===== config.mk =====
export PLATFORM = sky130hd
export DESIGN_NAME = mod_74x32_bank_bist_flat
export DESIGN_NICKNAME = d
export VERILOG_FILES = /design/src/rtl/mod_74x32_bank_bist_if.sv /design/src/rtl/mod_74x32_bank_bist.sv /design/src/flat_wrapper.sv
export SDC_FILE = /design/constraint.sdc
export NUM_CORES = 1
export LEC_CHECK = 0
export CORE_ASPECT_RATIO = 1.5
export CORE_UTILIZATION = 30
export CTS_CLUSTER_DIAMETER = 50
export CTS_CLUSTER_SIZE = 8
export DETAILED_ROUTE_END_ITERATION = 12
export GPL_TIMING_DRIVEN = 0
export SLEW_MARGIN = 40
export SYNTH_ARGS = -nofsm -noshare
export SYNTH_HDL_FRONTEND = slang
export SYNTH_SLANG_ARGS = --single-unit

===== constraint.sdc =====
create_clock -name clk -period 2.2 [get_ports clk]
set_input_delay 0.33 -clock clk [delete_from_list [all_inputs] [get_ports clk]]
set_output_delay 0.33 -clock clk [all_outputs]
set_load 0.02 [all_outputs]

===== src/rtl/mod_74x32_bank_bist_if.sv =====
// Bus bundle for the registered two-input gate bank with built-in self-test.
// The master drives operands, function select and BIST requests; the slave returns results and status.
interface mod_74x32_bank_bist_if #(
  parameter int WIDTH = 4
);
  logic [WIDTH-1:0] a;
  logic [WIDTH-1:0] b;
  logic [1:0]       op;
  logic             inj;
  logic [WIDTH-1:0] y;
  logic             bist_start;
  logic             bist_busy;
  logic             bist_done;
  logic             bist_pass;
  logic [1:0]       bist_fail_idx;

  modport master (
    output a, b, op, inj, bist_start,
    input  y, bist_busy, bist_done, bist_pass, bist_fail_idx
  );

  modport slave (
    input  a, b, op, inj, bist_start,
    output y, bist_busy, bist_done, bist_pass, bist_fail_idx
  );
endinterface


===== src/rtl/mod_74x32_bank_bist.sv =====
// WIDTH-channel OR/NOR/AND/XOR gate bank with LAT registered stages and a hardware
// self-test that pushes the four truth-table vectors through the same pipeline.
module mod_74x32_bank_bist #(
  parameter int WIDTH = 4,
  parameter int LAT   = 1
) (
  input logic                  clk,
  input logic                  rst_n,
  mod_74x32_bank_bist_if.slave bus
);

  typedef enum logic [1:0] {
    ST_IDLE  = 2'd0,
    ST_RUN   = 2'd1,
    ST_DRAIN = 2'd2,
    ST_DONE  = 2'd3
  } state_t;

  localparam logic [1:0] DRAIN_LAST = 2'(LAT - 1);

  function automatic logic [WIDTH-1:0] gate_f(
    input logic [1:0]       op,
    input logic [WIDTH-1:0] a,
    input logic [WIDTH-1:0] b
  );
    logic [WIDTH-1:0] res;
    case (op)
      2'b00:   res = a | b;
      2'b01:   res = ~(a | b);
      2'b10:   res = a & b;
      default: res = a ^ b;
    endcase
    return res;
  endfunction

  // Vector k: A is all-ones for k0/k1, B is all-ones for k0/k2.
  function automatic logic [WIDTH-1:0] vec_a(input logic [1:0] k);
    return {WIDTH{~k[1]}};
  endfunction

  function automatic logic [WIDTH-1:0] vec_b(input logic [1:0] k);
    return {WIDTH{~k[0]}};
  endfunction

  state_t           state;
  logic [1:0]       k_cnt;
  logic [1:0]       drain_cnt;
  logic [1:0]       op_bist;
  logic             busy_q;
  logic             done_q;
  logic             pass_q;
  logic [1:0]       fail_idx_q;
  logic             fail_seen;
  logic [1:0]       first_idx;

  logic [WIDTH-1:0] sel_a;
  logic [WIDTH-1:0] sel_b;
  logic [1:0]       sel_op;
  logic             ins_bist;
  logic             bubble;
  logic [WIDTH-1:0] inj_mask;
  logic [WIDTH-1:0] r_p0;

  logic [WIDTH-1:0] data_p [LAT];
  logic             vld_p  [LAT];
  logic [1:0]       k_p    [LAT];

  logic [WIDTH-1:0] exp_out;
  logic             mismatch;

  // Input selection: external operands in IDLE/DONE, forced vectors in RUN, bubbles in DRAIN.
  always_comb begin
    sel_a    = bus.a;
    sel_b    = bus.b;
    sel_op   = bus.op;
    ins_bist = 1'b0;
    bubble   = 1'b0;
    case (state)
      ST_RUN: begin
        sel_a    = vec_a(k_cnt);
        sel_b    = vec_b(k_cnt);
        sel_op   = op_bist;
        ins_bist = 1'b1;
      end
      ST_DRAIN: bubble = 1'b1;
      default: ;
    endcase
  end

  always_comb begin
    inj_mask    = '0;
    inj_mask[0] = bus.inj;
  end

  assign r_p0 = bubble ? '0 : (gate_f(sel_op, sel_a, sel_b) ^ inj_mask);

  // Stage 0 .. LAT-1: result, BIST tag and vector index shift together.
  always_ff @(posedge clk) begin
    if (!rst_n) begin
      for (int i = 0; i < LAT; i++) begin
        data_p[i] <= '0;
        vld_p[i]  <= 1'b0;
        k_p[i]    <= 2'd0;
      end
    end else begin
      data_p[0] <= r_p0;
      vld_p[0]  <= ins_bist;
      k_p[0]    <= k_cnt;
      for (int i = 1; i < LAT; i++) begin
        data_p[i] <= data_p[i-1];
        vld_p[i]  <= vld_p[i-1];
        k_p[i]    <= k_p[i-1];
      end
    end
  end

  // Expected value ignores INJ so an injected fault is always caught.
  assign exp_out  = gate_f(op_bist, vec_a(k_p[LAT-1]), vec_b(k_p[LAT-1]));
  assign mismatch = vld_p[LAT-1] && (data_p[LAT-1] != exp_out);

  always_ff @(posedge clk) begin
    if (!rst_n) begin
      state      <= ST_IDLE;
      k_cnt      <= 2'd0;
      drain_cnt  <= 2'd0;
      op_bist    <= 2'd0;
      busy_q     <= 1'b0;
      done_q     <= 1'b0;
      pass_q     <= 1'b0;
      fail_idx_q <= 2'd0;
      fail_seen  <= 1'b0;
      first_idx  <= 2'd0;
    end else begin
      done_q <= 1'b0;
      case (state)
        ST_IDLE: begin
          if (bus.bist_start) begin
            state      <= ST_RUN;
            op_bist    <= bus.op;
            pass_q     <= 1'b0;
            fail_idx_q <= 2'd0;
            fail_seen  <= 1'b0;
            first_idx  <= 2'd0;
            k_cnt      <= 2'd0;
            busy_q     <= 1'b1;
          end
        end
        ST_RUN: begin
          k_cnt <= k_cnt + 2'd1;
          if (k_cnt == 2'd3) begin
            state     <= ST_DRAIN;
            drain_cnt <= 2'd0;
          end
        end
        ST_DRAIN: begin
          drain_cnt <= drain_cnt + 2'd1;
          if (drain_cnt == DRAIN_LAST) begin
            // The last vector is exiting now, so fold in this cycle's compare too.
            state      <= ST_DONE;
            busy_q     <= 1'b0;
            done_q     <= 1'b1;
            pass_q     <= !(fail_seen || mismatch);
            fail_idx_q <= fail_seen ? first_idx : (mismatch ? k_p[LAT-1] : 2'd0);
          end
        end
        default: state <= ST_IDLE;
      endcase
      if (mismatch && !fail_seen) begin
        fail_seen <= 1'b1;
        first_idx <= k_p[LAT-1];
      end
    end
  end

  assign bus.y             = data_p[LAT-1];
  assign bus.bist_busy     = busy_q;
  assign bus.bist_done     = done_q;
  assign bus.bist_pass     = pass_q;
  assign bus.bist_fail_idx = fail_idx_q;

endmodule


===== src/flat_wrapper.sv =====
// flat-port wrapper written by rule: the top's interface ports become plain ports
module mod_74x32_bank_bist_flat 
#(
  parameter int WIDTH = 4,
  parameter int LAT   = 1
)
  (clk, rst_n, bus_a, bus_b, bus_op, bus_inj, bus_bist_start, bus_y, bus_bist_busy, bus_bist_done, bus_bist_pass, bus_bist_fail_idx);
  mod_74x32_bank_bist_if #(.WIDTH(WIDTH)) bus_i ();
  input logic clk;
  input logic rst_n;
  input wire logic [$bits(bus_i.a)-1:0] bus_a;
  input wire logic [$bits(bus_i.b)-1:0] bus_b;
  input wire logic [$bits(bus_i.op)-1:0] bus_op;
  input wire logic [$bits(bus_i.inj)-1:0] bus_inj;
  input wire logic [$bits(bus_i.bist_start)-1:0] bus_bist_start;
  output wire logic [$bits(bus_i.y)-1:0] bus_y;
  output wire logic [$bits(bus_i.bist_busy)-1:0] bus_bist_busy;
  output wire logic [$bits(bus_i.bist_done)-1:0] bus_bist_done;
  output wire logic [$bits(bus_i.bist_pass)-1:0] bus_bist_pass;
  output wire logic [$bits(bus_i.bist_fail_idx)-1:0] bus_bist_fail_idx;
  assign bus_i.a = bus_a;
  assign bus_i.b = bus_b;
  assign bus_i.op = bus_op;
  assign bus_i.inj = bus_inj;
  assign bus_i.bist_start = bus_bist_start;
  assign bus_y = bus_i.y;
  assign bus_bist_busy = bus_i.bist_busy;
  assign bus_bist_done = bus_i.bist_done;
  assign bus_bist_pass = bus_i.bist_pass;
  assign bus_bist_fail_idx = bus_i.bist_fail_idx;
  mod_74x32_bank_bist #(.WIDTH(WIDTH), .LAT(LAT)) u_core (.clk(clk), .rst_n(rst_n), .bus(bus_i));
endmodule

==> results.ini, run 1 <==
[power]
ir_worst_vdd_mv = 0.346
total_power_mw = 1.95
p_leak_nw = 0.756
power_density_mw_per_mm2 = 1090

[sta]
skew_ps = 12.3
hold_violations = 0
finalCritPeriodShare_pct = 90.1
worst_pin_slew_ps = 418
slew_headroom_pct = 72.2
fin_crit_ps = 1980
layout_setup_ws_ps = 217
slew_violations = 0
setup_viol = 0
setup_tns_ps = 0
rsz0062_at_grt = false
max_freq_mhz = 504

[placed_design]
port_buffers = 22
post-place-ws_ps = -106
place_inst = 247
gp_congestion = 0.743
hpwl_um = 2190

[synthesis]
synth_compound_gate_area_share_pct = 16.8
syn_area_sq_mm = 0.00142
yosysMostFrequentCell = dfxtp_1
synth_cell_types = 39
yosys_warnings = 0
ys.flop_type = dfxtp_1
synth_top_family_by_area = simple AND/OR/NAND/NOR gates
ys_ff_latch = 23
syn_area_per_cell_sq_um = 8.84
yosysSeqAreaShare_pct = 32.3
async_flop_share_pct = 0
synthAdderAreaFrac_pct = 14.1
muxShareOfSynthArea_pct = 8.96
synth_simple_gate_area_share_pct = 20.8
synthesis.nets = 191
synth_edf_count = 0
yosys-top-cells-area = dfxtp_1 (32%), ha_1 (14%), mux2i_1 (6.3%), a21oi_1 (4.6%), inv_1 (4.2%)
yosysTopAreaCellShare_pct = 32.3
ys_top_cells_by_count = dfxtp_1 (23), ha_1 (16), inv_1 (16)
synth_top_area_cell = dfxtp_1
synthCells = 161
synth_xor_area_share_pct = 1.23

[die]
io_pins = 23
die_y_um = 86.4
start_util_pct = 31.3
fp.dieW_um = 58.3
die-area_sq_mm = 0.00503
fp.coreArea_sq_mm = 0.00454
row_count = 30

[worst_setup_path]
start_kind = flip-flop
worstRegToRegCells = 11
end_kind = flip-flop
critPathMaxFanout = 10
worst-endpoint-arrival_ps = 2130
required_ps = 2350
worst-setup-path-type = reg -> reg

[clock_network]
cts-htree-levels = 1
cts.repair.resized = 4
numCtsBuffers = 3
cts_hold_buf = 0
post_cts_buffers = 0
cts_tree = yes
clkSinkCount = 23
clock-root-buffer = clkbuf_8
path_clk_slew_ps = 90
clkLatencyLatePin_ps = 270
cts_max_path_buffers = 2

[grt]
grt_use_total_pct = 12.3
grt_pass1_vias = 1128
grt_pass1_wl_um = 4840
antenna_found_initial = 0
grt_overflow = 0
grt_max_degree = 15

[route]
viasPerCell = 4.55
drt_iter0_markers = 20
wire_per_inst_um = 11.0
routed_wl_um = 2750
vias = 1142
antenna_left = 0
firstDrtPassIters = 5
drc = 0

[flow_run]
drv_cap = 0

[layout]
area_growth_pct = 25.7
layout.nets = 218
final_cells = 251
fillCellCount = 478
layout-drive-gt1-share_pct = 9.09
diodes = 0
finish.utilization_pct = 39.4

[worst_hold_path]
whs_path_depth = 2
worstHoldPathType = reg -> reg

[run_status]
outcome = finished, final reports clean

==> cells by family (layout without fill, tap and decap cells) <==
family | count (synthesis) | in the layout
AOI/OAI and AO/OA | 35 | 35
xor gates and xnor gates | 2 | 2
adders and majority gates | 16 | 16
buffers and inverters | 20 | 46
DFF | 23 | 23
muxes | 11 | 11
and+or+nand+nor | 54 | 54
==> power by group <==
part	leakage (nW)	total [mW]	switching [mW]	internal, mW
sequential	0.188	0.611	0.0935	0.518
clock	0.0217	0.269	0.141	0.128
combinational	0.547	1.07	0.591	0.476
==> layer usage <==
metal	global-route usage (%)	wire length, um	vias up
met5	0	0	-
met4	5.19	42	0
met3	1.34	35	2
met2	22.9	1440	11
met1	13.9	1240	524
li1	-	-	605
==> final cells by class <==
type	instances	area, sq um	share of cell area (%)
clock buffers	3	41.3	2.31
inverters	17	66.3	3.70
multi-input cells	118	896	50.0
clock inverters	1	7.51	0.419
well taps	64	80.1	4.47
plain buffers	3	18.8	1.05
repair buffers	22	220	12.3
flip-flops and latches	23	460	25.7
==> registers in the layout (all words and copies together) (netlist names) <==
| register | count |
|---|---|
| u_core.fail_seen | 1 |
| u_core.bus.bist_pass | 1 |
| u_core.bus.bist_fail_idx | 2 |
| u_core.op_bist | 2 |
| u_core.k_p | 2 |
| u_core.drain_cnt | 2 |
| u_core.vld_p | 1 |
| u_core.bus.bist_done | 1 |
| u_core.k_cnt | 2 |
| u_core.data_p | 4 |
| u_core.first_idx | 2 |
| u_core.state | 2 |
| u_core.bus.bist_busy | 1 |
==> placed cells by master (no fill, tap or decap), types with 2 or more instances in the layout <==
| cell type | instances |
|---|---|
| ha_1 | 16 |
| clkbuf_1 | 2 |
| a21oi_1 | 13 |
| nand2b_1 | 2 |
| nor2_1 | 10 |
| nor2b_1 | 6 |
| a21boi_0 | 3 |
| o2bb2ai_1 | 2 |
| and2_1 | 4 |
| mux2i_1 | 9 |
| o21ai_0 | 3 |
| a211oi_1 | 3 |
| a21o_1 | 2 |
| nor3_1 | 2 |
| o21ai_1 | 2 |
| clkdlybuf4s50_1 | 22 |
| dfxtp_1 | 23 |
| clkbuf_8 | 3 |
| nand2_1 | 15 |
| a32oi_1 | 2 |
| nor2_4 | 2 |
| inv_1 | 16 |
| nand3_1 | 5 |
==> worst paths after layout <==
path,slack (ps),startpoint,to
setup / recovery,220,u_core.state[1]$_SDFFE_PN0P_,u_core.data_p[0][0]$_SDFF_PP0_
hold reg to reg,480,u_core.drain_cnt[0]$_SDFFE_PN0P_,u_core.drain_cnt[0]$_SDFFE_PN0P_
hold / removal,480,u_core.drain_cnt[0]$_SDFFE_PN0P_,u_core.drain_cnt[0]$_SDFFE_PN0P_
setup reg to reg,220,u_core.state[1]$_SDFFE_PN0P_,u_core.data_p[0][0]$_SDFF_PP0_
==> critical path, cell delays in order, from the launching register on <==
cell     delay (ps)
dfxtp_1         390
inv_1            80
ha_1            190
buf_6           150
inv_4           130
nor2_4           60
a21oi_1         170
ha_1            260
mux2i_1         130
mux2i_1         110
xnor2_1         150
nor2_1           50
==> stage by stage <==
step           hold slack, ps  area, sq um
5_1_grt                   505         1790
3_3_place_gp              449         1720
3_5_place_dp              468         1720
6_report                  478         1790
2_1_floorplan             441         1420
4_1_cts                   482         1780
No activity file was read; power rests on OpenSTA's default activity.
==> run 2, diff against run 1 <==
--- a/config.mk
+++ b/config.mk
@@ -11,6 +11,7 @@
 export CTS_CLUSTER_SIZE = 8
 export DETAILED_ROUTE_END_ITERATION = 12
 export GPL_TIMING_DRIVEN = 0
+export HOLD_SLACK_MARGIN = 0.06
 export SLEW_MARGIN = 40
 export SYNTH_ARGS = -nofsm -noshare
 export SYNTH_HDL_FRONTEND = slang
==> results of run 2 <==
No change in the layout: final DEF, timing and power equal those of run 1.
==> run 3, diff against run 2 <==
--- a/config.mk
+++ b/config.mk
@@ -10,8 +10,8 @@
 export CTS_CLUSTER_DIAMETER = 50
 export CTS_CLUSTER_SIZE = 8
 export DETAILED_ROUTE_END_ITERATION = 12
-export GPL_TIMING_DRIVEN = 0
 export HOLD_SLACK_MARGIN = 0.06
+export MAX_ROUTING_LAYER = met4
 export SLEW_MARGIN = 40
 export SYNTH_ARGS = -nofsm -noshare
 export SYNTH_HDL_FRONTEND = slang
==> results.ini, run 3 (synthesis results as in run 1) <==
[worst_setup_path]
worst_r2r_endpoint = u_core.data_p[0][0]$_SDFF_PP0_
critPathSlowestCell = dfxtp_1
r2r_start = u_core.state[1]$_SDFFE_PN0P_
required_ps = 2360
worst-endpoint-arrival_ps = 2100
crit_buf_inv = 2
crit_chain = inv_1 > ha_1 > clkinv_1 > nor2_1 > a21oi_1 > ha_1 > mux2i_1 > mux2i_1 > xnor2_1 > nor2_1
critical_path.top_delay_family = adder cells
r2r_slack_ps = 250
crit_start = u_core.state[1]$_SDFFE_PN0P_
start_kind = flip-flop
critPathMaxFanout = 10
worst-setup-path-type = reg -> reg
worstRegToRegCells = 10
cpPeakStageDelay_ps = 340
end_kind = flip-flop

[run_status]
outcome = finished, final reports clean

[grt]
grt_pass1_vias = 1147
antenna_found_initial = 0
grt_max_degree = 20
grt_use_total_pct = 12.8
grt_pass1_wl_um = 4820
grt_overflow = 0

[route]
firstDrtPassIters = 3
routed_wl_um = 2810
viasPerCell = 4.62
antenna_left = 0
drt_iter0_markers = 9
drc = 0
vias = 1164
wire_per_inst_um = 11.1

[power]
combPwrFrac_pct = 54.9
pwr-share-clk_pct = 14.0
switchingPower_uw = 818
p_leak_nw = 0.765
ir_worst_vdd_mv = 0.543
total_power_mw = 1.95
p_seq_share_pct = 31.1
power_density_mw_per_mm2 = 1090
switching_share_pct = 42.0
p_int_mw = 1.13

[sta]
rsz0062_at_grt = false
finalCritPeriodShare_pct = 88.5
slew_headroom_pct = 72.6
fin_crit_ps = 1950
setup_tns_ps = 0
slew_violations = 0
max_freq_mhz = 514
skew_ps = 8.85
hold_violations = 0
worst_pin_slew_ps = 402
layout_setup_ws_ps = 253
setup_viol = 0

[placed_design]
gp_congestion = 0.837
post-place-ws_ps = 275
port_buffers = 22
hpwl_um = 2230

[layout]
layout.nets = 219
final_cell_mix = dfxtp_1 (23), clkdlybuf4s50_1 (22), inv_1 (16), ha_1 (16), nand2_1 (15)
largest_reg_flops = 4
layout-drive-gt1-share_pct = 9.04
diodes = 0
layout_commonest_cell = dfxtp_1
regMostFlops = u_core.data_p
area_growth_pct = 25.3

[clock_network]
cts_tree = yes
clkSinkCount = 23
clkLatencyLatePin_ps = 270
cts.repair.resized = 0
post_cts_buffers = 0
path_clk_slew_ps = 90
cts_max_path_buffers = 2
cts-htree-levels = 1
numCtsBuffers = 3
clock-root-buffer = clkbuf_8
cts_hold_buf = 0

[worst_hold_path]
hold_start = u_core.drain_cnt[0]$_SDFFE_PN0P_
whs_path_depth = 2
worstHoldPathType = reg -> reg
min_to = u_core.drain_cnt[0]$_SDFFE_PN0P_

[die]
die-area_sq_mm = 0.00503
fp.coreArea_sq_mm = 0.00454
die_y_um = 86.4
start_util_pct = 31.3
row_count = 30
io_pins = 23
fp.dieW_um = 58.3

[flow_run]
drv_cap = 0

==> run 3: per-layer routing <==
layer  share of wire, %  wire (um)  track usage (%)
met4                3.4         95             7.36
met1                 42       1190             13.3
met2                 53       1480             23.1
met3                1.2         34            0.896
met5                  0          0                -
==> run 3: cell type report <==
cell class / instances / area (sq um)
multi-input cells: 118 / 881
well taps: 64 / 80.1
clock inverters: 1 / 7.51
repair buffers: 26 / 250
flip-flops and latches: 23 / 460
fillers: 486 / 2760
inverters: 17 / 63.8
clock buffers: 3 / 41.3
==> run 3: worst max path at each step <==
stage	slack, ps	cells past startpoint	endpoint
4_1_cts	240	10	u_core.data_p[0][0]$_SDFF_PP0_
6_report	250	10	u_core.data_p[0][0]$_SDFF_PP0_
3_3_place_gp	270	6	u_core.state[1]$_SDFFE_PN0P_
3_5_place_dp	270	10	u_core.data_p[0][0]$_SDFF_PP0_
2_1_floorplan	260	11	u_core.data_p[0][0]$_SDFF_PP0_
5_1_grt	20	11	u_core.data_p[0][3]$_SDFF_PP0_
==> run 3: power by group through the flow <==
stage,Clock [mW],Combinational [mW],Sequential [mW]
2_1_floorplan,0,0.720,0.664
3_3_place_gp,0,1.07,0.618
3_5_place_dp,0,1.07,0.619
4_1_cts,0.283,1.08,0.610
5_1_grt,0.299,1.21,0.628
6_report,0.272,1.07,0.606
==> run 3: worst reg2reg max path, stage by stage (launching register included) <==
cell      delay (ps)
dfxtp_1          340
inv_1             80
ha_1             170
clkinv_1         220
nor2_1           200
a21oi_1           80
ha_1             300
mux2i_1          140
mux2i_1          100
xnor2_1          150
nor2_1            50
==> run 3: stage by stage <==
| step | util [%] | hold slack, ps | cell area (sq um) | cells |
|---|---|---|---|---|
| after floorplan | - | 441 | 1420 | 161 |
| after detailed placement | 38.2 | 455 | 1740 | 248 |
| after CTS | 39.3 | 466 | 1780 | 252 |
| after global placement | 38.2 | 458 | 1740 | 248 |
| after global routing | 39.3 | 493 | 1780 | 252 |
| final | 39.3 | 466 | 1780 | 252 |
